[config.mk]
export PLATFORM = sky130hd
export DESIGN_NAME = pwm_breathe_array
export DESIGN_NICKNAME = d
export VERILOG_FILES = /design/src/rtl/pwm_breathe_array.sv
export SDC_FILE = /design/constraint.sdc
export NUM_CORES = 1
export LEC_CHECK = 0
export CAP_MARGIN = 20
export CORE_UTILIZATION = 30
export DETAILED_ROUTE_END_ITERATION = 12
export SETUP_SLACK_MARGIN = 0.15
export SLEW_MARGIN = 20
export SYNTH_ARGS = -nofsm -noshare
export SYNTH_HDL_FRONTEND = slang
export SYNTH_SLANG_ARGS = --single-unit
export TNS_END_PERCENT = 100
[constraint.sdc]
create_clock -name clk -period 6.6 [get_ports clk]
set_input_delay 0.99 -clock clk [delete_from_list [all_inputs] [get_ports clk]]
set_output_delay 0.99 -clock clk [all_outputs]
set_load 0.1 [all_outputs]
[src/rtl/pwm_breathe_array.sv]
// pwm_breathe_array
//   Multi-channel LED brightness engine. One shared free-running counter
//   supplies both the PWM frame position (low PWM_W bits) and the ramp step
//   tick (counter all ones). Each channel is independently off, solid,
//   breathe (triangle ramp 0..peak..0) or blink (square wave at peak).
//
// Ports
//   clk         system clock
//   rst         synchronous, active-high reset
//   mode        per-channel mode, bits [2i+1:2i] for channel i
//               (00 off, 01 solid, 10 breathe, 11 blink)
//   peak        shared ramp top / solid and blink level
//   sync        single-cycle pulse: restart every ramp in phase
//   led         registered PWM outputs, one per channel
//   cycle_done  one-cycle pulse when channel 0 finishes a ramp period
module pwm_breathe_array #(
  parameter int CHANNELS   = 4,
  parameter int PWM_W      = 8,
  parameter int PRESCALE_W = 8
) (
  input  logic                  clk,
  input  logic                  rst,
  input  logic [2*CHANNELS-1:0] mode,
  input  logic [PWM_W-1:0]      peak,
  input  logic                  sync,
  output logic [CHANNELS-1:0]   led,
  output logic                  cycle_done
);

  localparam int CNT_W = PWM_W + PRESCALE_W;

  localparam logic [1:0] MODE_OFF     = 2'b00;
  localparam logic [1:0] MODE_SOLID   = 2'b01;
  localparam logic [1:0] MODE_BREATHE = 2'b10;
  localparam logic [1:0] MODE_BLINK   = 2'b11;

  localparam logic [PWM_W-1:0] LVL_ZERO = '0;
  localparam logic [PWM_W-1:0] LVL_ONE  = {{(PWM_W-1){1'b0}}, 1'b1};

  logic [CNT_W-1:0]    cnt;
  logic [PWM_W-1:0]    frame;
  logic                tick;

  logic [PWM_W-1:0]    level     [CHANNELS];
  logic [PWM_W-1:0]    level_nxt [CHANNELS];
  logic [PWM_W-1:0]    eff       [CHANNELS];
  logic [CHANNELS-1:0] dir;
  logic [CHANNELS-1:0] dir_nxt;
  logic [CHANNELS-1:0] led_nxt;
  logic                cycle_done_nxt;

  assign frame = cnt[PWM_W-1:0];
  // sync owns this cycle: it restarts the counter, so no step happens.
  assign tick  = (&cnt) & ~sync;

  always_comb begin
    for (int i = 0; i < CHANNELS; i++) begin
      level_nxt[i] = level[i];
      dir_nxt[i]   = dir[i];
      eff[i]       = LVL_ZERO;

      case (mode[2*i +: 2])
        MODE_OFF: begin
          level_nxt[i] = LVL_ZERO;
          dir_nxt[i]   = 1'b1;
        end
        MODE_SOLID: begin
          level_nxt[i] = peak;
          dir_nxt[i]   = 1'b0;
          eff[i]       = level[i];
        end
        default: begin
          eff[i] = (mode[2*i +: 2] == MODE_BLINK) ? (dir[i] ? peak : LVL_ZERO)
                                                   : level[i];
          if (sync) begin
            level_nxt[i] = LVL_ZERO;
            dir_nxt[i]   = 1'b1;
          end else if (tick) begin
            if (dir[i]) begin
              // >= also catches a peak lowered below the current level.
              if (level[i] >= peak) begin
                if (peak == LVL_ZERO) begin
                  level_nxt[i] = LVL_ZERO;
                  dir_nxt[i]   = 1'b1;
                end else begin
                  level_nxt[i] = peak - LVL_ONE;
                  dir_nxt[i]   = 1'b0;
                end
              end else begin
                level_nxt[i] = level[i] + LVL_ONE;
              end
            end else begin
              if (level[i] == LVL_ZERO) begin
                level_nxt[i] = (peak == LVL_ZERO) ? LVL_ZERO : LVL_ONE;
                dir_nxt[i]   = 1'b1;
              end else begin
                level_nxt[i] = level[i] - LVL_ONE;
              end
            end
          end
        end
      endcase

      led_nxt[i] = eff[i] > frame;
    end

    // Bottom of the down ramp on channel 0 marks the end of one period.
    cycle_done_nxt = tick && mode[1] && !dir[0] && (level[0] == LVL_ZERO);
  end

  always_ff @(posedge clk) begin
    if (rst) begin
      cnt        <= '0;
      led        <= '0;
      cycle_done <= 1'b0;
      dir        <= '1;
      for (int i = 0; i < CHANNELS; i++) level[i] <= LVL_ZERO;
    end else begin
      cnt        <= sync ? '0 : cnt + 1'b1;
      led        <= led_nxt;
      cycle_done <= cycle_done_nxt;
      dir        <= dir_nxt;
      for (int i = 0; i < CHANNELS; i++) level[i] <= level_nxt[i];
    end
  end

endmodule

==> qor.yml, run 1 <==
global_route:
  grt_start_max_net_pins: 48
  grt_util_all_layers_pct: 19.18
  grt_pass1_wl_um: 32370
  grt_pass1_vias: 5794
  antenna_found_initial: 0
  grt_remaining_overflow: 0
yosys:
  ys_seq_area_share_pct: 17.90
  synth_cell_types: 70
  yosys_warnings: 0
  synth_cells: 825
  yosys_most_used_dff: "dfxtp_1"
  syn_area_mm2: 0.006376
  postSynth.asyncResetShare_pct: 0
  synth_nets: 920
  syn_area_per_cell_um2: 7.729
  synth_edf_count: 0
  ys_ff_latch: 57
placement:
  io_buffers: 23
  placed_cell_area_mm2: 0.006698
  gp_congestion: 0.8954
  dpl.hpwl_um: 14840
route:
  drt-pass1-iter-count: 5
  wire_per_inst_um: 19.00
  viasPerCell: 5.849
  drtAntennaViolNets: 0
  via_count: 6293
  highest_layer: "met4"
  route.detailed.drc: 0
  wirelength_um: 20450
  met1_length_um: 9612
  initialDrtViolationCount: 469
  wl_met3_um: 1499
  route.met2.wl_um: 8722
clocking:
  cts_buffer_depth: 2
  path_clk_slew_ns: 0.06
  cts_num_sinks: 57
  htree_levels: 3
  hold_buffers: 0
  cts-root-buf: "clkbuf_16"
  numCtsBuffers: 9
  cts_resized: 0
  clk_latency_ns: 0.34
  cts_setup_buffers: 0
  cts_tree: "yes"
floorplanning:
  ios: 24
  die_h_um: 147.8
  dieWidth_um: 147.8
  num_rows: 52
  die_area_mm2: 0.02184
  coreArea_mm2: 0.02056
  initial_core_util_pct: 31.01
timing:
  rsz0062_at_grt: "no"
  maxSlewHeadroom_pct: 34.59
  final_hold_viol_count: 0
  finalMaxSlewViolations: 0
  finalSetupViolations: 0
  fin_crit_sh_pct: 56.65
  tightest_slew_ns: 0.9780
  max_freq_mhz: 267.4
  finalSetupTns_ns: 0
  finClkSkew_ns: 0.01122
  hold_slack_ns: 0.5124
  min_period_ns: 3.739
setup_path:
  path_class: "input pin to register"
  cp.required_ns: 6.83
  start_kind: "input pin"
  path_max_fanout: 12
  critical_path_arrival_ns: 3.97
  cp-end-kind: "register"
layout:
  stdcell_area_mm2: 0.006997
  fillCellCount: 2230
  drive_gt1_share_pct: 4.839
  nets: 896
  area_growth_pct: 9.733
  layout_common_cells: "ha_1 (76), nor2_1 (59), dfxtp_1 (57)"
  n_antenna_cell: 0
  mostFrequentLayoutCell: "ha_1"
hold_path:
  hold_class: "register to register"
power:
  ir_drop_mv: 0.1273
  power_leakage_nw: 2.786
  powerDensity_mw_per_mm2: 176.5
outcome:
  outcome: "finished clean"
job:
  max_cap_violations: 0
## flip-flops by register name, summed over array words and instances (netlist names)
name / flops
level: 32
cycle_done: 1
cnt: 16
led: 4
dir: 4
## cell type report
class	instances	area (um^2)	share of cell area, %
Clock buffer	13	250.2	3.577
Sequential cell	57	1141	16.31
Timing Repair Buffer	25	240.2	3.433
Multi-Input combinational cell	675	4863	69.51
Inverter	33	123.9	1.770
Clock inverter	3	40.04	0.5722
Tap cell	270	337.8	4.828
## power by group
part	switching [W]	total [W]	internal, W	leakage (nW)
clock network	0.000172	0.000473	0.000301	0.144
logic	0.000219	0.000362	0.000144	2.18
registers	0.0000394	0.000399	0.000360	0.465
## logic make-up after synthesis
group | synth area share, %
muxes | 2.885
DFF | 17.90
xor gates and xnor gates | 6.868
adders and majority gates | 14.91
AOI/OAI and AO/OA | 27.83
buffers and inverters | 5.966
and+or+nand+nor | 23.65
## final timing paths
| check | startpoint | end | slack (ns) | depth (start not counted) |
|---|---|---|---|---|
| worst min register to register | cnt[10] | cnt[10] | 0.51 | 2 |
| worst min-delay path | cnt[10] | cnt[10] | 0.51 | 2 |
| worst max-delay path | peak[1] | level[0][15] | 2.86 | 9 |
| worst max register to register | level[0][16] | level[0][19] | 3.86 | 8 |
## critical path, stage by stage
cell and delay [ns]:
clkdlybuf4s50_1 0.70, inv_1 0.40, ha_1 0.22, nor4b_4 0.32, nor2_1 0.08, a31oi_1 0.65, mux2_2 0.29, nand2_1 0.05
a211o_1 0.27
## Yosys cell counts, types with 14 or more instances
library cell  count  area [um^2]
a21o_1           17        127.6
a21oi_1          48        240.2
a22o_1           29        254.0
a22oi_1          20        150.1
and3_1           17        106.4
clkbuf_1         44        165.2
dfxtp_1          57         1141
ha_1             76        950.9
inv_1            33        123.9
mux2i_1          15        150.1
nand2_1          42        157.7
nand2b_1         15        93.84
nand3_1          36        180.2
nor2_1           59        221.5
nor2b_1          14        87.58
nor3_1           27        135.1
nor3b_1          15        112.6
o21ai_0          45        225.2
xnor2_1          23        201.4
xor2_1           27        236.5
## metrics by stage
stage / power, W / std cells / util (%) / setup slack (ns)
floorplan: 0.0006638 / 825 / - / 3.482
global placement: 0.0007594 / 1060 / 32.58 / 2.343
detailed placement: 0.0007599 / 1060 / 32.58 / 2.301
CTS: 0.001239 / 1076 / 33.99 / 2.651
global route: 0.001303 / 1076 / 34.03 / 2.703
finish: 0.001235 / 1076 / 34.03 / 2.861
## metal layers
| metal | up-vias | GRT usage [%] |
|---|---|---|
| li1 | 3034 | - |
| met2 | 277 | 28.33 |
| met4 | 0 | 8.144 |
| met5 | - | 0 |
| met1 | 2945 | 27.07 |
| met3 | 37 | 3.488 |
Power figures use the tool's default switching activity.
==> inputs of run 2 (changes only) <==
Clock period 6.6 ns to 3.9 ns, I/O delays scaled along.
==> run 2 against run 1 <==
- final cell count increased by 1.0%
- global-route usage rose by 0.65 points
- worst setup slack worse by 2.1 ns
- via count increased by 1.3%
- sequential cell count is the same
- routed wire length increased by 4.9%
- worst hold slack lost 0.0038 ns
- critical path depth is 1 higher
- sequential power grew 69%
- clock power up 63%
==> qor.yml, run 2 (synthesized netlist as in run 1, its figures left out) <==
outcome:
  outcome: "finished clean"
power:
  ir_drop_mv: 0.1990  # +56%
  power_leakage_nw: 2.832  # +1.7%
  powerDensity_mw_per_mm2: 293.5  # +66%
route:
  wire_per_inst_um: 19.74  # +3.9%
  initialDrtViolationCount: 563  # +20%
  drt-pass1-iter-count: 5  # unchanged
  wirelength_um: 21460  # +4.9%
  viasPerCell: 5.863  # +0.25%
  via_count: 6373  # +1.3%
  drtAntennaViolNets: 0  # unchanged
  route.detailed.drc: 0  # unchanged
setup_path:
  cp_slowest_cell: "a31oi_1"
  cpPeakStageDelay_ns: 0.67  # -0.03 ns
  crit_chain: "clkdlybuf4s50_1, buf_4, inv_1, ha_1, nor4b_4, nor2_1, a31oi_1, mux2_2, nand2_1, a211o_1"
  start_kind: "input pin"
  critical_path_arrival_ns: 3.33  # -0.64 ns
  cp.required_ns: 4.14  # -2.69 ns
  path_class: "input pin to register"
  path_max_fanout: 15  # +3
  cp-end-kind: "register"
floorplanning:
  initial_core_util_pct: 31.01  # unchanged
  num_rows: 52  # unchanged
  dieWidth_um: 147.8  # unchanged
  die_area_mm2: 0.02184  # unchanged
  die_h_um: 147.8  # unchanged
  coreArea_mm2: 0.02056  # unchanged
  ios: 24  # unchanged
timing:
  finalMaxSlewViolations: 0  # unchanged
  hold_slack_ns: 0.5087  # -0.003751 ns
  max_freq_mhz: 322.9
  finalSetupTns_ns: 0  # unchanged
  finClkSkew_ns: 0.007073  # -0.004152 ns
  maxSlewHeadroom_pct: 35.38  # +0.78 points
  fin_crit_sh_pct: 79.42
  rsz0062_at_grt: "no"
  setup_ws_ns: 0.8026  # -2.058 ns
  finalSetupViolations: 0  # unchanged
  min_period_ns: 3.097
  tightest_slew_ns: 0.9663  # -0.01173 ns
  final_hold_viol_count: 0  # unchanged
clocking:
  cts-root-buf: "clkbuf_16"
  cts_tree: "yes"
  cts_buffer_depth: 2  # unchanged
  cts_num_sinks: 57  # unchanged
  cts_resized: 0  # unchanged
  clk_latency_ns: 0.35  # about the same
  numCtsBuffers: 9  # unchanged
  cts_setup_buffers: 0  # unchanged
  htree_levels: 3  # unchanged
  path_clk_slew_ns: 0.05  # about the same
  hold_buffers: 0  # unchanged
layout:
  drive_gt1_share_pct: 6.487  # +1.6 points
  max_flop_register: "level"
  area_growth_pct: 10.91
  nets: 907  # +1.2%
  layout_common_cells: "ha_1 (76), nor2_1 (59), dfxtp_1 (57)"
  final_util_pct: 34.40  # +0.37 points
  reg_top3: "level: 32 flops, cnt: 16 flops"
  stdcell_area_mm2: 0.007072  # +1.1%
  mostFrequentLayoutCell: "ha_1"
  n_antenna_cell: 0  # unchanged
  largest_register_ffs: 32  # unchanged
global_route:
  antenna_found_initial: 0  # unchanged
  grt_pass1_wl_um: 33150  # +2.4%
  grt_start_max_net_pins: 23  # -52%
  grt_pass1_vias: 5804  # +0.17%
  grt_remaining_overflow: 0  # unchanged
  grt_util_all_layers_pct: 19.83  # +0.65 points
placement:
  placed_cell_area_mm2: 0.006789  # +1.4%
  gp_congestion: 0.8496  # -5.1%
  pre_cts_slack_ns: 0.5793  # -1.722 ns
  dpl.hpwl_um: 14780  # -0.40%
  io_buffers: 23  # unchanged
hold_path:
  hold_class: "register to register"
job:
  max_cap_violations: 0  # unchanged
-- run 2: area by class of cell --
type | instances | area, um^2
clock inverter | 5 | 30.03
clock buffer | 11 | 252.7
inverter | 33 | 123.9
multi-input combinational | 675 | 4863
timing repair buffer | 36 | 322.8
sequential | 57 | 1141
fill | 2208 | 13490
tap | 270 | 337.8
-- run 2: metrics by stage --
step                std cells  power [W]
global route             1087   0.002180
CTS                      1087   0.002074
floorplan                 825   0.001123
detailed placement       1071   0.001302
finish                   1087   0.002075
global placement         1071   0.001297
-- run 2: report_power, final --
group | switching [W] | internal, W
logic | 0.000381 | 0.000251
clock network | 0.000308 | 0.000460
registers | 0.0000655 | 0.000609
-- run 2: final timing paths --
kind | from | end | slack, ns | cells after the start
worst min-delay path | cnt[10] | cnt[10] | 0.51 | 2
worst max-delay path | peak[0] | level[0][15] | 0.80 | 10
worst min register to register | cnt[10] | cnt[10] | 0.51 | 2
worst max register to register | level[0][16] | level[0][23] | 1.10 | 8
-- run 2: critical path, delay by kind of cell --
| family | cells | cell delay, ns |
|---|---|---|
| compound gates | 2 | 0.95 |
| buf+inv | 3 | 0.88 |
| simple gates | 3 | 0.45 |
| mux | 1 | 0.29 |
| fa+ha+maj | 1 | 0.16 |
-- run 2: routing by layer --
layer | share of wire, % | track usage [%] | vias to the layer above | routed length (um)
met3 | 9.1 | 4.321 | 54 | 1942
met4 | 3.1 | 8.144 | 0 | 663
li1 | - | - | 3058 | -
met5 | 0 | 0 | - | 0
met1 | 46 | 28.45 | 2963 | 9906
met2 | 42 | 28.30 | 298 | 8944
==> inputs of run 3 (changes only) <==
Clock period 3.9 ns to 2.9 ns, I/O delays scaled along.
==> run 3 against run 2 <==
- count of clock-buffer cells in the layout did not move
- routed wire length grew 4.6%
- cell area grew 8.0%
- critical path type unchanged
- largest power group unchanged
- highest routed layer unchanged
==> qor.yml, run 3 (synthesized netlist as in run 1, its figures left out) <==
clocking:
  path_clk_slew_ns: 0.05  # about the same
  numCtsBuffers: 9  # unchanged
  cts_resized: 0  # unchanged
  cts_buffer_depth: 2  # unchanged
  htree_levels: 3  # unchanged
  cts_tree: "yes"
  clk_latency_ns: 0.35  # about the same
  cts-root-buf: "clkbuf_16"
  cts_num_sinks: 57  # unchanged
route:
  via_count: 6686  # +4.9%
  wirelength_um: 22450  # +4.6%
  drt-pass1-iter-count: 8  # +3
  drtAntennaViolNets: 0  # unchanged
  wire_per_inst_um: 19.33  # -2.1%
  initialDrtViolationCount: 462  # -18%
  viasPerCell: 5.759  # -1.8%
  route.detailed.drc: 0  # unchanged
global_route:
  grt_pass1_vias: 6324  # +9.0%
  grt_pass1_wl_um: 35080  # +5.8%
  grt_remaining_overflow: 0  # unchanged
  grtUsageMet2_pct: 31.82  # +3.5 points
  grt_use_met3_pct: 5.864  # +1.5 points
  antenna_found_initial: 0  # unchanged
  grtUsageMet1_pct: 28.29  # -0.16 points
  grt_start_max_net_pins: 22  # -4.3%
  top_usage_layer: "met2"
  grt_util_all_layers_pct: 21.01  # +1.2 points
power:
  power_leakage_nw: 3.226  # +14%
  ir_drop_mv: 0.3034  # +52%
  powerDensity_mw_per_mm2: 386.9  # +32%
timing:
  setup_ws_ns: 0.2667  # -0.5358 ns
  min_period_ns: 2.633
  finClkSkew_ns: 0.007572  # +0.0004995 ns
  final_hold_viol_count: 0  # unchanged
  maxSlewHeadroom_pct: 47.98  # +13 points
  finalSetupViolations: 0  # unchanged
  fin_crit_sh_pct: 90.80
  tightest_slew_ns: 0.7732  # -0.1932 ns
  max_freq_mhz: 379.8
  finalSetupTns_ns: 0  # unchanged
  rsz0062_at_grt: "no"
  finalMaxSlewViolations: 0  # unchanged
layout:
  fin_cells: 1161  # +6.8%
  mostFrequentLayoutCell: "buf_4"
  reg_top3: "level: 32 flops, cnt: 16 flops"
  final_util_pct: 37.15  # +2.8 points
  nets: 981  # +8.2%
  stdcell_area_mm2: 0.007639  # +8.0%
  area_growth_pct: 19.80
  fillCellCount: 2218  # +0.45%
  largest_register_ffs: 32  # unchanged
  final-seq-area_mm2: 0.001141  # unchanged
  multi_input_area_mm2: 0.004863  # unchanged
  layout_common_cells: "buf_4 (92), ha_1 (76), nor2_1 (59)"
  drive_gt1_share_pct: 14.81  # +8.3 points
  max_flop_register: "level"
  n_antenna_cell: 0  # unchanged
floorplanning:
  ios: 24  # unchanged
  die_h_um: 147.8  # unchanged
  coreArea_mm2: 0.02056  # unchanged
  initial_core_util_pct: 31.01  # unchanged
  dieWidth_um: 147.8  # unchanged
  num_rows: 52  # unchanged
  die_area_mm2: 0.02184  # unchanged
setup_path:
  path_max_fanout: 17  # +2
  start_kind: "input pin"
  path_class: "input pin to register"
  cp.required_ns: 3.18  # -0.96 ns
  critical_path_arrival_ns: 2.91  # -0.42 ns
  cp-end-kind: "register"
job:
  max_cap_violations: 0  # unchanged
outcome:
  outcome: "finished clean"
placement:
  dpl.hpwl_um: 16380  # +11%
  placed_cell_area_mm2: 0.007295  # +7.4%
  place_inst: 1140  # +6.4%
  io_buffers: 23  # unchanged
  gp_congestion: 0.9159  # +7.8%
  pre_cts_slack_ns: -0.06875  # -0.6481 ns
hold_path:
  hold_class: "register to register"
[run 3: cell types whose count changed in the layout (fill, tap and decap cells not counted)]
cell / before / now
clkdlybuf4s50_1: 22 / 17
clkinvlp_4: 2 / 0
clkinv_4: 0 / 1
bufinv_16: 0 / 1
buf_4: 13 / 92
[run 3: critical path: stages]
cell	delay, ns
clkdlybuf4s50_1	0.51
inv_1	0.10
ha_1	0.32
buf_4	0.14
a21o_1	0.16
a221o_1	0.50
o21ai_0	0.28
o311ai_0	0.18
buf_4	0.18
a21oi_1	0.10
[run 3: final timing paths]
kind	end	start	slack, ns	cells past startpoint
worst max-delay path	level[0][20]	peak[6]	0.27	10
worst min-delay path	cnt[12]	cnt[12]	0.51	2
worst max register to register	level[0][30]	cnt[1]	0.44	7
worst min register to register	cnt[12]	cnt[12]	0.51	2
[run 3: per-stage QoR]
step	power (W)	hold slack [ns]
after global routing	0.003102	0.5374
after CTS	0.002957	0.5104
after global placement	0.001821	0.4883
after detailed placement	0.001829	0.4950
after floorplan	0.001511	0.4716
final	0.002955	0.5085
[run 3: per-layer routing]
metal / part of all wire, % / up-vias
li1: - / 3199
met1: 45 / 3123
met2: 43 / 307
met3: 9.6 / 57
met4: 2.7 / 0
met5: 0 / -
[run 3: what timing repair did]
action                     in CTS  in global routing
setup endpoints to repair       0                  2
hold buffers                    0                  0
buffers inserted                0                  5
[run 3: final cells by class]
type / count / share of cell area (%)
Clock buffer: 11 / 3.309
Tap cell: 270 / 4.423
Multi-Input combinational cell: 675 / 63.67
Inverter: 33 / 1.622
Sequential cell: 57 / 14.94
Timing Repair Buffer: 110 / 11.33
Clock inverter: 5 / 0.7043
[run 3: report_power, final]
group	switching (W)	leakage (nW)	internal, W
registers	0.0000426	0.465	0.000819
clock network	0.000409	0.155	0.000708
logic	0.000575	2.61	0.000402
total	0.00103	3.23	0.00193
